File: src/rtl/maxnet_controller_if.sv
// Handshake/strobe bundle between the Maxnet control FSM and its environment.
// master: the controller side (drives strobes and status).
// slave:  the datapath/consumer side (drives start, dp_done, out_ready).
interface maxnet_controller_if #(
  parameter int ITER_W = 8
);
  logic              start;
  logic              dp_done;
  logic              out_ready;
  logic              ldI;
  logic              ldInit;
  logic              ldA;
  logic              ldM;
  logic              ldRes;
  logic              busy;
  logic              out_valid;
  logic [ITER_W-1:0] iter_cnt;
  logic              timeout;

  modport master (
    input  start, dp_done, out_ready,
    output ldI, ldInit, ldA, ldM, ldRes, busy, out_valid, iter_cnt, timeout
  );

  modport slave (
    output start, dp_done, out_ready,
    input  ldI, ldInit, ldA, ldM, ldRes, busy, out_valid, iter_cnt, timeout
  );
endinterface

File: src/rtl/maxnet_controller.sv
// Maxnet winner-take-all control FSM.
// Sequences LOAD -> INIT -> (CHECK -> MULT -> ADD -> UPD)* -> OUT and hands the
// datapath max to the consumer with a valid/ready handshake.
// Optional iteration limit: define MAXNET_TIMEOUT_EN to end a run at CHECK once
// iter_cnt >= MAX_ITER (dp_done still has priority). Without it, timeout stays 0.
module maxnet_controller #(
  parameter int ITER_W   = 8,
  parameter int MAX_ITER = 100,
  parameter int MUL_CYC  = 1,
  parameter int ADD_CYC  = 1
) (
  input  logic                 clk,
  input  logic                 rst,
  maxnet_controller_if.master  bus
);

  typedef enum logic [2:0] {
    IDLE  = 3'd0,
    LOAD  = 3'd1,
    INIT  = 3'd2,
    CHECK = 3'd3,
    MULT  = 3'd4,
    ADD   = 3'd5,
    UPD   = 3'd6,
    OUT   = 3'd7
  } state_t;

`ifdef MAXNET_TIMEOUT_EN
  localparam bit TIMEOUT_EN = 1'b1;
`else
  localparam bit TIMEOUT_EN = 1'b0;
`endif

  // Wait counter counts down from (cycles-1) to 0 inside MULT and ADD.
  localparam int WAIT_MAX = (MUL_CYC > ADD_CYC) ? MUL_CYC : ADD_CYC;
  localparam int WAIT_W   = (WAIT_MAX > 1) ? $clog2(WAIT_MAX) : 1;
  localparam logic [WAIT_W-1:0] MUL_LAST = WAIT_W'(MUL_CYC - 1);
  localparam logic [WAIT_W-1:0] ADD_LAST = WAIT_W'(ADD_CYC - 1);

  state_t            state_q, state_d;
  logic [WAIT_W-1:0] wait_q, wait_d;
  logic [ITER_W-1:0] iter_q, iter_d;
  logic              timeout_q, timeout_d;
  logic              ldI_q, ldI_d;
  logic              ldInit_q, ldInit_d;
  logic              ldA_q, ldA_d;
  logic              ldM_q, ldM_d;
  logic              ldRes_q, ldRes_d;
  logic              busy_q, busy_d;
  logic              out_valid_q, out_valid_d;
  logic              limit_hit;

  // Iteration limit reached; constant 0 when the limit feature is compiled out.
  assign limit_hit = TIMEOUT_EN && (int'(iter_q) >= MAX_ITER);

  // Next-state, counters and Moore outputs decoded from the next state so the
  // strobes come straight out of flops.
  always_comb begin
    state_d   = state_q;
    wait_d    = wait_q;
    iter_d    = iter_q;
    timeout_d = timeout_q;
    unique case (state_q)
      IDLE: begin
        if (bus.start) begin
          state_d   = LOAD;
          iter_d    = '0;
          timeout_d = 1'b0;
        end
      end
      LOAD:  state_d = INIT;
      INIT:  state_d = CHECK;
      CHECK: begin
        if (bus.dp_done) begin
          state_d = OUT;
        end else if (limit_hit) begin
          state_d   = OUT;
          timeout_d = 1'b1;
        end else begin
          state_d = MULT;
          wait_d  = MUL_LAST;
        end
      end
      MULT: begin
        if (wait_q == '0) begin
          state_d = ADD;
          wait_d  = ADD_LAST;
        end else begin
          wait_d = wait_q - 1'b1;
        end
      end
      ADD: begin
        if (wait_q == '0) begin
          state_d = UPD;
        end else begin
          wait_d = wait_q - 1'b1;
        end
      end
      UPD: begin
        // Saturate so a long run never wraps back to a small count.
        if (iter_q != '1) begin
          iter_d = iter_q + 1'b1;
        end
        state_d = CHECK;
      end
      OUT: begin
        if (bus.out_ready) begin
          state_d = IDLE;
        end
      end
      default: state_d = IDLE;
    endcase

    ldI_d       = (state_d == LOAD);
    ldInit_d    = (state_d == INIT);
    ldA_d       = (state_d == INIT) || (state_d == UPD);
    ldM_d       = (state_d == MULT);
    ldRes_d     = (state_d == ADD);
    busy_d      = (state_d != IDLE);
    out_valid_d = (state_d == OUT);
  end

  // State, counters and registered outputs; reset overrides everything.
  always_ff @(posedge clk) begin
    if (rst) begin
      state_q     <= IDLE;
      wait_q      <= '0;
      iter_q      <= '0;
      timeout_q   <= 1'b0;
      ldI_q       <= 1'b0;
      ldInit_q    <= 1'b0;
      ldA_q       <= 1'b0;
      ldM_q       <= 1'b0;
      ldRes_q     <= 1'b0;
      busy_q      <= 1'b0;
      out_valid_q <= 1'b0;
    end else begin
      state_q     <= state_d;
      wait_q      <= wait_d;
      iter_q      <= iter_d;
      timeout_q   <= timeout_d;
      ldI_q       <= ldI_d;
      ldInit_q    <= ldInit_d;
      ldA_q       <= ldA_d;
      ldM_q       <= ldM_d;
      ldRes_q     <= ldRes_d;
      busy_q      <= busy_d;
      out_valid_q <= out_valid_d;
    end
  end

  assign bus.ldI       = ldI_q;
  assign bus.ldInit    = ldInit_q;
  assign bus.ldA       = ldA_q;
  assign bus.ldM       = ldM_q;
  assign bus.ldRes     = ldRes_q;
  assign bus.busy      = busy_q;
  assign bus.out_valid = out_valid_q;
  assign bus.iter_cnt  = iter_q;
  assign bus.timeout   = timeout_q;

endmodule

File: src/flat_wrapper.sv
// flat-port wrapper written by rule: the top's interface ports become plain ports
module maxnet_controller_flat 
#(
  parameter int ITER_W   = 8,
  parameter int MAX_ITER = 100,
  parameter int MUL_CYC  = 1,
  parameter int ADD_CYC  = 1
)
  (clk, rst, bus_start, bus_dp_done, bus_out_ready, bus_ldI, bus_ldInit, bus_ldA, bus_ldM, bus_ldRes, bus_busy, bus_out_valid, bus_iter_cnt, bus_timeout);
  maxnet_controller_if #(.ITER_W(ITER_W)) bus_i ();
  input  logic clk;
  input  logic rst;
  input wire logic [$bits(bus_i.start)-1:0] bus_start;
  input wire logic [$bits(bus_i.dp_done)-1:0] bus_dp_done;
  input wire logic [$bits(bus_i.out_ready)-1:0] bus_out_ready;
  output wire logic [$bits(bus_i.ldI)-1:0] bus_ldI;
  output wire logic [$bits(bus_i.ldInit)-1:0] bus_ldInit;
  output wire logic [$bits(bus_i.ldA)-1:0] bus_ldA;
  output wire logic [$bits(bus_i.ldM)-1:0] bus_ldM;
  output wire logic [$bits(bus_i.ldRes)-1:0] bus_ldRes;
  output wire logic [$bits(bus_i.busy)-1:0] bus_busy;
  output wire logic [$bits(bus_i.out_valid)-1:0] bus_out_valid;
  output wire logic [$bits(bus_i.iter_cnt)-1:0] bus_iter_cnt;
  output wire logic [$bits(bus_i.timeout)-1:0] bus_timeout;
  assign bus_i.start = bus_start;
  assign bus_i.dp_done = bus_dp_done;
  assign bus_i.out_ready = bus_out_ready;
  assign bus_ldI = bus_i.ldI;
  assign bus_ldInit = bus_i.ldInit;
  assign bus_ldA = bus_i.ldA;
  assign bus_ldM = bus_i.ldM;
  assign bus_ldRes = bus_i.ldRes;
  assign bus_busy = bus_i.busy;
  assign bus_out_valid = bus_i.out_valid;
  assign bus_iter_cnt = bus_i.iter_cnt;
  assign bus_timeout = bus_i.timeout;
  maxnet_controller #(.ITER_W(ITER_W), .MAX_ITER(MAX_ITER), .MUL_CYC(MUL_CYC), .ADD_CYC(ADD_CYC)) u_core (.clk(clk), .rst(rst), .bus(bus_i));
endmodule
File: config.mk
export PLATFORM = sky130hd
export DESIGN_NAME = maxnet_controller_flat
export DESIGN_NICKNAME = d
export VERILOG_FILES = /design/src/rtl/maxnet_controller_if.sv /design/src/rtl/maxnet_controller.sv /design/src/flat_wrapper.sv
export SDC_FILE = /design/constraint.sdc
export NUM_CORES = 1
export LEC_CHECK = 0
export CAP_MARGIN = 10
export CORE_MARGIN = 2
export CORE_UTILIZATION = 55
export CTS_CLUSTER_DIAMETER = 30
export DETAILED_ROUTE_END_ITERATION = 10
export DONT_BUFFER_PORTS = 1
export PLACE_DENSITY = 0.82
export SLEW_MARGIN = 20
export SYNTH_ARGS = -nofsm -noshare
export SYNTH_HDL_FRONTEND = slang
export SYNTH_SLANG_ARGS = --single-unit
File: constraint.sdc
create_clock -name clk -period 1.9 [get_ports clk]
set_clock_uncertainty 0.05 [all_clocks]
set_input_delay 0.285 -clock clk [delete_from_list [all_inputs] [get_ports clk]]
set_output_delay 0.285 -clock clk [all_outputs]
set_load 0.1 [all_outputs]
---- Word level (Yosys, flattened, before mapping) ----
Cells that the tools add are included.
storage, ports and cells
  register bits ........................... 19
  input port bits ......................... 5
  output and inout port bits .............. 16
cells by class
  $add $sub $neg .......................... 2
  eq/ne operators ......................... 17
  muxes and demuxes ....................... 12
  reduce and logical (&&, ||, !) cells .... 9
operators with widths
  operator                                              number
  equality test 3 bit (second input constant)           8
  one-hot mux 3 bit (7 select lines)                    1
  2-to-1 mux 8 bit                                      2
  one-hot mux 8 bit (2 select lines)                    1
  2-to-1 mux 3 bit                                      4
  equality test 3 x 2 -> 1 bit (second input constant)  3
  adder 8 x 1 -> 8 bit (second input constant)          1
  != test 8 bit (second input constant)                 1
  equality test 3 x 1 -> 1 bit (second input constant)  2
  != test 2 bit (second input constant)                 2
  nonzero test 2 bit                                    2
  OR reduction 2 bit                                    2
  logical NOT 3 bit                                     1
  AND reduction 3 bit                                   1
  nonzero test 3 bit                                    1
  2-to-1 mux 1 bit                                      2
  2-to-1 mux 2 bit                                      1
  != test 2 x 1 -> 1 bit (second input constant)        1
  one-hot mux 1 bit (2 select lines)                    1
  AND reduction 2 bit                                   1
  logical OR 1 bit                                      1
  subtractor 1 bit (second input constant)              1

---- Logic depth before layout (Yosys ltp) ----
  depth in word-level cells ............... 5
  gate-level depth with buffers ........... 5

---- Worst setup path after synthesis ----
OpenSTA, ideal clock, no wires.
  path type ............................... register to register
  start ................................... register u_core.iter_q[1], in the netlist u_core.bus.iter_cnt[1]
  end ..................................... register u_core.iter_q[5], in the netlist u_core.bus.iter_cnt[5]
  setup time .............................. 0.075 ns
  arrival ................................. 2.187 ns
  data required time ...................... 1.775 ns
  path slack .............................. -0.412 ns
  stages on the path, launching flop included .. 6
  path buffers ............................ 0
  path through ............................ dfxtp_1 ha_1 nand3_1 o21ai_0 nand3_1 a31oi_1
on the way
  longest elaborated chain between the ends .. 3
  elaborated cells on any way between the ends .. 6
  classes of those cells .................. add/sub (1); eq/ne (2); mux (2); reduce/logical (1)
RTL lines
  element                                                                    line                                                source
  start: declaration                                                         maxnet_controller.sv:42                             logic [ITER_W-1:0] iter_q, iter_d;
  start signal: assignment                                                   maxnet_controller.sv:140                            iter_q <= iter_d;
  adder 8 x 1 -> 8 bit or != test 8 bit (tied branches)                      maxnet_controller.sv:102, maxnet_controller.sv:101
  2-to-1 mux 8 bit or != test 2 x 1 -> 1 bit (tied branches)                 n/a
  one-hot mux 8 bit (2 select lines) or AND reduction 3 bit (tied branches)  n/a
Parallel ways exist; a longest one is shown, timed or not. The select of a mux whose other input is x is not followed.
A chain may end at the register's enable or synchronous reset.

---- Worst setup path after layout ----
  start ................................... register u_core.iter_q[0], in the netlist u_core.bus.iter_cnt[0]
  end ..................................... register u_core.iter_q[1], in the netlist u_core.bus.iter_cnt[1]
Same word-level chain as after synthesis.

==> summary.md <==
| Metric | Value |
|---|---|
| Final #Nets | 130 |
| CP max stage cell | or4b_1 |
| Io pins | 21 |
| RSZ-0062 raised after global routing | no |
| CP cell instances | ha_1 > nand3_1 > nor2_1 > or4b_1 > nand3_1 |
| Die area | roughly 1900 sq um |
| Period Utilization, post-route | 0.847 |
| Async SR Flop Fraction | 0 |
| Run status | finished clean |
| Initial antenna violation count | 0 |
| Final ANT Viol Nets | 0 |
| Share of the synthesized area in the top cell type | 0.419 |
| Synthesized area | roughly 860 sq um |
| Maximum vdd drop | approximately 600 uV |
| DRT iter0 DRCs | 32 |
| Worst Path Arrival | roughly 1.8 ns |
| Sequential area share after synthesis | 0.419 |
| Post-route setup TNS | 0 ns |
| Post-Syn Instances | between 100 and 150 |
| Crit Path Max Fanout | 6 |
| Worst Path Required | 2.10 ns |
| Core area | about 1500 sq um |
| # setup viols final | 0 |
| Final Hold Fails | 0 |
| Crit path largest cell delay | between 0.4 and 0.5 ns |
| CP endpoint kind | flop |
| Final Instance Area | between 1000 and 1500 sq um |
| WL final | between 2000 and 2500 um |
| DRC | 0 |
| Critical Path Start | u_core.bus.iter_cnt[0] |
| Ant diodes | 0 |
| Critical path type | reg -> reg |
| Most common cell in the synthesized netlist | dfxtp_1 |
| Vias in the first global route | between 700 and 800 |
| Clock Root Buffer | clkbuf_4 |
| Worst skew pair latency | about 0.30 ns |
| CTS tree | done |
| EDFF count, synth | 0 |
| Avg Vias per Cell | between 6 and 7 |
| Leakage Power | 0.416 nW |
| FF+latch count, synth | 18 |
| Drt pass-1 iters | 5 |
| Mean post-synth cell area | 8.36 sq um |
| PortBufs | 0 |
| Max Fclk | a little over 600 MHz |
| Hold path start | rst |
| Netlist cell types | 35 |
| Global-route wire length before repair | between 3000 and 4000 um |
| Core Rows | 14 |
| Post-DP Area | about 1000 sq um |
| H-tree levels | 1 |
| MaxCap Viol Count | 0 |
| Grt ovf | 0 |
| DIE WIDTH | between 40 and 50 um |
| Via count | 868 |
| Main synth FF type | dfxtp_1 |
| Post-DP HPWL | 1450 um |
| Ranking of synthesized cells by area | dfxtp_1 42%, nand3_1 5.8%, nand2_1 3.9%, nor2_1 3.9%, a31oi_1 3.6% |
| Final worst setup slack | between 0.2 and 0.3 ns |
| Gpl congestion | just over 0.8 |
| R2r startpoint | u_core.bus.iter_cnt[0] |
| CTS sink count | 18 |
| GRT Total Usage | 0.231 |
| Commonest cells in the netlist | 18 x dfxtp_1, 10 x nand3_1, 9 x nand2_1, 9 x nor2_1 |
| Overall power | around 0.85 mW |
| Die Span Y | roughly 44 um |
| Pwr Density | 804 nW/um^2 |
| Share of cells above drive strength 1 | 0.285 |
| Count of pins over their slew limit | 0 |
| Crit start category | flop |
| Deepest clock path buffer count | 2 |
| Register clock-pin slew on the reported worst setup and hold paths | about 0.11 ns |
| Initial core utilization | 0.578 |
| Final min period | about 1.6 ns |
| Maximum number of pins on one net before global-route repair | 14 |
| Area Overhead vs Synth | 23.5% |
| Synth warn | 0 |
| Cell taking the most area after synthesis | dfxtp_1 |
| Hold Path Class | in -> reg |
| # resized after CTS | 0 |
| CTS buffer count | 3 |
| Routed length per instance | 14.5 um |
| Most frequent CP cell | nand3_1 |
| Setup WS pre-CTS | ~0.32 ns |
| Syn Nets | 109 |
-- sequential cells by signal, indices dropped and copies added (netlist names) --
signal and flops:
u_core.bus.busy 1, u_core.bus.iter_cnt 8, u_core.bus.ldA 1, u_core.bus.ldI 1
u_core.bus.ldInit 1, u_core.bus.ldM 1, u_core.bus.ldRes 1, u_core.bus.out_valid 1
u_core.state_q 3
-- worst paths after layout --
| kind | end | slack [ns] | cells past startpoint |
|---|---|---|---|
| worst max-delay path | u_core.bus.iter_cnt[1] | 0.29 | 5 |
| worst min register to register | u_core.bus.iter_cnt[3] | 0.46 | 2 |
| worst max register to register | u_core.bus.iter_cnt[1] | 0.29 | 5 |
| worst min-delay path | u_core.state_q[0] | 0.05 | 1 |
-- per-stage QoR --
stage / util / cells / hold slack (ns)
after floorplan: - / 103 / 0.332
after global placement: 0.683 / 133 / 0.296
after detailed placement: 0.683 / 133 / 0.298
after CTS: 0.708 / 138 / 0.00410
after global routing: 0.714 / 139 / 0.0298
final: 0.714 / 139 / 0.0452
-- area by class of cell --
class | instances | area [sq um]
repair buffers | 21 | 163
fillers | 123 | 425
multi-input cells | 80 | 477
well taps | 16 | 20.0
flip-flops and latches | 18 | 378
clock buffers | 4 | 26.3
-- repair_timing --
item / in CTS / in global routing
buffers inserted: 0 / 0
hold buffers: 1 / 1
hold endpoints to repair: 4 / 3
-- metal layers --
layer	global-route usage	share of wire	vias up
met4	0.170	0.038	0
met2	0.332	0.47	43
li1	-	-	422
met5	0	0	-
met1	0.288	0.41	391
met3	0.0750	0.078	12
-- where the power goes --
part	switching, mW	internal, mW
combinational	0.180	0.0671
clock	0.117	0.0819
sequential	0.0132	0.395
total	0.311	0.544
-- logic make-up (layout without fill, tap and decap cells) --
logic type,Yosys count,after routing,share of synthesized area
mux,1,1,0.0116
simple gates,54,54,0.355
buf+inv,5,25,0.0276
compound gates,23,23,0.169
other cells,1,1,0.00436
fa+ha+maj,1,1,0.0145
flops,18,18,0.419
-- layout by cell type (no fill, tap or decap), types with 3 or more instances in the layout --
cell type and count:
nor2_1 9, or2_2 3, clkbuf_4 3, dfxtp_1 10, dfxtp_2 5, nor4_1 3, o21ai_0 5, a31oi_1 5
buf_4 19, dfxtp_4 3, a21oi_1 4, nand3_1 10, nand2_1 9
-- worst max-delay path, delay by kind of cell, from the launching register on --
family / cells / cell delay [ns]
flops: 1 / 0.38
simple gates: 4 / 0.90
fa+ha+maj: 1 / 0.23
No activity file was read; power rests on OpenSTA's default activity.
